--- src/rtl/icetap_capture_ctrl.sv ---
// Logic-analyser capture controller: qualifies probed signals, writes samples to a
// circular capture RAM around a trigger. Optional macro ICETAP_TRIGGER_EDGE_EN enables change-trigger.
module icetap_capture_ctrl #(
  parameter int NR_SIGNALS    = 16,
  parameter int RAM_ADDR_BITS = 8
) (
  input  logic                       clk,
  input  logic                       reset_,
  input  logic [NR_SIGNALS-1:0]      signals_in,
  input  logic                       cmd_valid,
  input  logic [1:0]                 cmd,
  input  logic [3*NR_SIGNALS-1:0]    store_mask,
  input  logic [3*NR_SIGNALS-1:0]    trigger_mask,
  input  logic [RAM_ADDR_BITS-1:0]   pretrig_depth,
  output logic                       mem_wr,
  output logic [RAM_ADDR_BITS-1:0]   mem_addr,
  output logic [NR_SIGNALS-1:0]      mem_wdata,
  output logic [2:0]                 state,
  output logic [RAM_ADDR_BITS-1:0]   trigger_addr,
  output logic                       done
);

  localparam int A = RAM_ADDR_BITS;
  localparam logic [A-1:0] ONE_A = 1;

  typedef enum logic [2:0] {
    S_IDLE  = 3'd0,
    S_PRE   = 3'd1,
    S_ARMED = 3'd2,
    S_POST  = 3'd3,
    S_DONE  = 3'd4
  } state_t;

  state_t                  state_q, state_d;
  logic [NR_SIGNALS-1:0]   sig_d_q, sig_dd_q, chg;
  logic [A-1:0]            wr_ptr_q, wr_ptr_d;
  logic [A-1:0]            cnt_q, cnt_d;
  logic [A-1:0]            trig_addr_q, trig_addr_d;
  logic [A-1:0]            mem_addr_q, mem_addr_d;
  logic [NR_SIGNALS-1:0]   mem_wdata_q, mem_wdata_d;
  logic                    mem_wr_q, mem_wr_d;
  logic                    wr_en;
  logic [3*NR_SIGNALS-1:0] trig_m;
  logic [NR_SIGNALS-1:0]   store_term, trig_term;
  logic                    store_hit, trig_hit;
  logic [A:0]              cnt_inc;
  logic [A-1:0]            post_len;

  assign chg      = sig_d_q ^ sig_dd_q;
  assign cnt_inc  = {1'b0, cnt_q} + {1'b0, ONE_A};
  // Samples after the trigger: D-1-pretrig_depth, i.e. the bitwise complement.
  assign post_len = ~pretrig_depth;

`ifdef ICETAP_TRIGGER_EDGE_EN
  assign trig_m = trigger_mask;
`else
  assign trig_m = trigger_mask & {NR_SIGNALS{3'b011}};
`endif

  always_comb begin
    store_term = '0;
    trig_term  = '0;
    for (int i = 0; i < NR_SIGNALS; i++) begin
      store_term[i] = (store_mask[3*i]   &  sig_d_q[i]) |
                      (store_mask[3*i+1] & ~sig_d_q[i]) |
                      (store_mask[3*i+2] &  chg[i]);
      trig_term[i]  = (trig_m[3*i +: 3] == 3'b000)   |
                      (trig_m[3*i]   &  sig_d_q[i])  |
                      (trig_m[3*i+1] & ~sig_d_q[i])  |
                      (trig_m[3*i+2] &  chg[i]);
    end
    store_hit = (store_mask == '0) | (|store_term);
    trig_hit  = &trig_term;
  end

  // cmd_valid is a single-cycle strobe with no back-pressure; cmd is ignored when it is low.
  always_comb begin
    state_d     = state_q;
    wr_ptr_d    = wr_ptr_q;
    cnt_d       = cnt_q;
    trig_addr_d = trig_addr_q;
    mem_addr_d  = mem_addr_q;
    mem_wdata_d = mem_wdata_q;
    wr_en       = 1'b0;
    if (cmd_valid && cmd == 2'd1) begin
      state_d  = (pretrig_depth != '0) ? S_PRE : S_ARMED;
      wr_ptr_d = '0;
      cnt_d    = '0;
    end else if (cmd_valid && cmd == 2'd2) begin
      state_d = S_IDLE;
    end else begin
      case (state_q)
        S_PRE: begin
          if (store_hit) begin
            wr_en = 1'b1;
            if (cnt_inc >= {1'b0, pretrig_depth}) begin
              state_d = S_ARMED;
              cnt_d   = '0;
            end else begin
              cnt_d = cnt_inc[A-1:0];
            end
          end
        end
        S_ARMED: begin
          if (trig_hit) begin
            wr_en       = 1'b1;
            trig_addr_d = wr_ptr_q;
            cnt_d       = '0;
            state_d     = (post_len == '0) ? S_DONE : S_POST;
          end else if (store_hit) begin
            wr_en = 1'b1;
          end
        end
        S_POST: begin
          if (store_hit) begin
            wr_en = 1'b1;
            if (cnt_inc >= {1'b0, post_len}) begin
              state_d = S_DONE;
              cnt_d   = '0;
            end else begin
              cnt_d = cnt_inc[A-1:0];
            end
          end
        end
        S_IDLE, S_DONE: begin
        end
        default: state_d = S_IDLE;
      endcase
    end
    if (wr_en) begin
      wr_ptr_d    = wr_ptr_q + ONE_A;
      mem_addr_d  = wr_ptr_q;
      mem_wdata_d = sig_d_q;
    end
    mem_wr_d = wr_en;
  end

  always_ff @(posedge clk or negedge reset_) begin
    if (!reset_) begin
      state_q     <= S_IDLE;
      sig_d_q     <= '0;
      sig_dd_q    <= '0;
      wr_ptr_q    <= '0;
      cnt_q       <= '0;
      trig_addr_q <= '0;
      mem_addr_q  <= '0;
      mem_wdata_q <= '0;
      mem_wr_q    <= 1'b0;
    end else begin
      state_q     <= state_d;
      sig_d_q     <= signals_in;
      sig_dd_q    <= sig_d_q;
      wr_ptr_q    <= wr_ptr_d;
      cnt_q       <= cnt_d;
      trig_addr_q <= trig_addr_d;
      mem_addr_q  <= mem_addr_d;
      mem_wdata_q <= mem_wdata_d;
      mem_wr_q    <= mem_wr_d;
    end
  end

  assign state        = state_q;
  assign done         = (state_q == S_DONE);
  assign mem_wr       = mem_wr_q;
  assign mem_addr     = mem_addr_q;
  assign mem_wdata    = mem_wdata_q;
  assign trigger_addr = trig_addr_q;

endmodule

--- config.mk ---
export PLATFORM = sky130hd
export DESIGN_NAME = icetap_capture_ctrl
export DESIGN_NICKNAME = d
export VERILOG_FILES = /design/src/rtl/icetap_capture_ctrl.sv
export SDC_FILE = /design/constraint.sdc
export NUM_CORES = 1
export LEC_CHECK = 0
export BUFFER_PORTS_ARGS = -buffer_cell sky130_fd_sc_hd__clkbuf_2
export CORE_MARGIN = 2
export CORE_UTILIZATION = 50
export DETAILED_ROUTE_END_ITERATION = 16
export GPL_TIMING_DRIVEN = 0
export PLACE_DENSITY = 0.84
export SYNTH_ARGS = -nofsm -noshare
export SYNTH_HDL_FRONTEND = slang
export SYNTH_SLANG_ARGS = --single-unit
--- constraint.sdc ---
create_clock -name clk -period 3.98 [get_ports clk]
set_input_delay 0.199 -clock clk [delete_from_list [all_inputs] [get_ports clk]]
set_output_delay 0.199 -clock clk [all_outputs]
set_load 0.02 [all_outputs]
==> impl_metrics.py <==
metrics = {
    "timing": {
        "fin_ws_ns": 0.611,
        "period_share_pct": 84.6,
        "layout_min_cycle_time_ns": 3.37,
        "setup_viol": 0,
        "finalHoldViolCount": 0,
        "skew_ns": 0.0130,
        "fin_setup_tns_ns": 0,
        "max_slew.worst_pin.slew_ns": 0.629,
        "rsz0062_at_grt": "false",
        "fmax_mhz": 297,
        "relSlewSlack_pct": 57.9,
        "slew_viol_final": 0,
    },
    "cells_and_area": {
        "diodes": 0,
        "nets": 729,
        "instances_no_fill": 698,
        "area_delta_synth_final_pct": 28.2,
        "drive_above_1_share_pct": 32.0,
    },
    "synth": {
        "synth_edf_count": 0,
        "synth_cells": 411,
        "ys_ff_latch": 84,
        "synth_top_area_share_pct": 47.9,
        "synth_nets": 555,
        "yosysWarnings": 0,
        "async_flop_share_pct": 100,
        "synth_cell_types": 51,
        "synth_top_flop_cell": "dfrtp_1",
        "synth.area.top_cells": "dfrtp_1 48%, ha_1 5.4%, mux2_2 4.4%",
        "netlist_area_um2": 4390,
        "syn_area_per_cell_um2": 10.7,
        "ys_seq_area_share_pct": 47.9,
        "yosysTopAreaCell": "dfrtp_1",
    },
    "job": {
        "cap_violations": 0,
    },
    "placed_design": {
        "place_ws_ns": 0.699,
        "port_buffers": 145,
        "dp_hpwl_um": 9260,
        "dp.cells": 665,
        "gp_congestion": 0.944,
    },
    "worst_setup_path": {
        "critical_path_required_ns": 4.23,
        "r2r_start": "cnt_q[2]",
        "rr_worst_depth": 10,
        "worst_ep_arrival_time_ns": 3.62,
        "start_kind": "register",
        "r2r_setup_slack_ns": 0.61,
        "r2r-end": "state[1]",
        "endpoint_kind": "register",
        "crit_fanout": 6,
        "crit_type": "reg -> reg",
    },
    "clocking": {
        "hold_buffers": 17,
        "cts_buffers": 9,
        "clk_pin_slew_ns": 0.09,
        "cts_setup_buffers": 0,
        "ctsResizeCount": 0,
        "cts_root_buf": "clkbuf_8",
        "numClockSinks": 84,
        "htree_levels": 3,
        "cts_tree": "yes",
        "clk_latency_ns": 0.36,
        "cts_buffer_depth": 2,
    },
    "hold_path": {
        "holdPathEnd": "wr_ptr_q[6]",
        "min_path_type": "in -> reg",
        "min_path_cells": 3,
        "worstHoldStart": "cmd[0]",
    },
    "detailed_routing": {
        "viasPerCell": 5.54,
        "totalWireLength_um": 11800,
        "drc": 0,
        "first_pass_iters": 4,
        "num_vias": 3869,
        "detail-route-antenna-nets": 0,
        "drt-initial-drc-count": 125,
        "route.detailed.wl_per_inst_um": 16.9,
    },
    "power": {
        "ir_drop_mv": 0.353,
        "power_frac_comb_pct": 39.0,
        "leakage_nw": 2.82,
        "powerDensity_nw_per_um2": 520,
        "power_switching_share_pct": 39.0,
        "p_int_mw": 1.79,
        "p_switching_mw": 1.14,
        "seq_power_share_pct": 41.2,
        "clkPwrFrac_pct": 19.8,
    },
    "floorplan": {
        "ios": 162,
        "rows": 34,
        "die-area_um2": 9550,
        "die_h_um": 97.7,
        "design.core.area_um2": 8640,
        "die_x_um": 97.7,
        "floorplan.initialDensity_pct": 50.9,
    },
    "global_routing": {
        "grt_max_degree": 45,
        "grt_pass1_wl_um": 19300,
        "gr-usage-all-layers_pct": 25.5,
        "grt_busiest_layer": "met2",
        "grt_util_met2_pct": 43.2,
        "grt.met3_usage_pct": 4.75,
        "antenna_found_initial": 0,
        "gr-total-overflow": 0,
        "first_global_vias": 3943,
        "met1_usage_pct": 32.9,
    },
    "status": {
        "status": "finished clean",
    },
}
## metal layers
layer	routed length (µm)	up-vias	share of wire, %
met5	0	-	0
met4	251	0	2.1
met3	541	23	4.6
met2	5980	120	51
met1	5050	1876	43
li1	-	1850	-
## how the worst max path moves through the flow
stage          slack [ns]     start  cells past startpoint  endpoint
6_report             0.61  cnt_q[2]                     10  state[1]
2_1_floorplan        1.01  cnt_q[0]                     10  state[1]
4_1_cts              0.62  cnt_q[2]                     10  state[1]
5_1_grt              0.43  cnt_q[0]                     10  state[1]
3_5_place_dp         0.70  cnt_q[2]                     10  state[1]
3_3_place_gp         0.73  cnt_q[0]                     10  state[1]
## state kept, by name, summed over array words and instances (netlist names)
register,flops
state,3
cnt_q,8
mem_wr,1
mem_addr,8
trigger_addr,8
mem_wdata,16
sig_dd_q,16
sig_d_q,16
wr_ptr_q,8
## cells in the mapped netlist (4+ instances only)
cell type	n
inv_1	16
or3_1	4
dfrtp_1	84
mux2_1	10
o21bai_1	7
o21ai_1	7
nand2_1	37
mux2_2	17
a22oi_1	8
nor2b_1	4
nor2_1	24
xor2_1	21
mux2i_1	18
nand4_1	16
nand3_1	9
nor4_1	14
o21ai_0	9
nand2b_1	17
o22ai_1	11
a211oi_1	4
a21oi_1	8
and3_1	4
ha_1	19
## layout make-up
class	instances	area [µm²]
Buffer	6	42.5
Clock buffer	10	138
Clock inverter	6	48.8
Fill cell	726	3000
Inverter	17	63.8
Multi-Input combinational cell	304	2180
Sequential cell	84	2100
Tap cell	108	135
Timing Repair Buffer	163	918
## power by group through the flow
stage | Sequential [mW] | Clock, mW | Combinational (mW)
floorplan | 1.35 | 0 | 0.602
CTS | 1.21 | 0.590 | 1.15
finish | 1.21 | 0.580 | 1.14
detailed placement | 1.22 | 0 | 1.13
global route | 1.23 | 0.626 | 1.25
global placement | 1.21 | 0 | 1.09
## placed cells by master, fill, tap and decap left out, drive strengths merged, types with 2 or more instances in the layout
master,n
o221ai,2
or3,4
and3,4
nor2,24
nand2b,17
o21bai,7
xor2,21
o21ai,17
nand3b,2
clkinv,2
nand3,9
a22o,3
clkbuf,157
a22oi,8
nor2b,4
inv,18
a21oi,8
nor4,15
ha,19
a32o,3
dlygate4sd3,17
o22ai,11
clkinvlp,3
nand2,38
nand4,16
mux2i,18
or4,2
xnor2,3
buf,5
mux2,27
o31ai,2
and2,3
nor3,3
dfrtp,84
a211oi,4
## through the flow
stage | hold WS, ns | instance area, µm² | total power [mW] | utilization [%]
detailed placement | 0.250 | 5280 | 2.35 | 61.1
global placement | 0.307 | 5250 | 2.30 | 60.8
CTS | 0.295 | 5630 | 2.95 | 65.2
finish | 0.308 | 5630 | 2.93 | 65.2
global route | 0.350 | 5630 | 3.11 | 65.2
floorplan | -0.0966 | 4390 | 1.95 | -
## worst max-delay path, cell delays in order, from the launching register on
cell,delay [ns]
dfrtp_1,0.47
and3_1,0.20
and3_1,0.25
nand3_1,0.12
xnor2_1,0.35
ha_1,0.31
or4_1,0.46
o211ai_1,0.24
o21ai_0,0.19
or3_1,0.40
a32o_1,0.27
## kinds of logic after synthesis
logic type | count (synthesis) | synth area share (%)
DFF | 84 | 47.9
buffers and inverters | 23 | 2.42
adders and majority gates | 19 | 5.41
xor gates and xnor gates | 24 | 4.79
and+or+nand+nor | 145 | 17.6
muxes | 45 | 11.0
AOI/OAI and AO/OA | 71 | 10.9
Power figures use the tool's default switching activity.
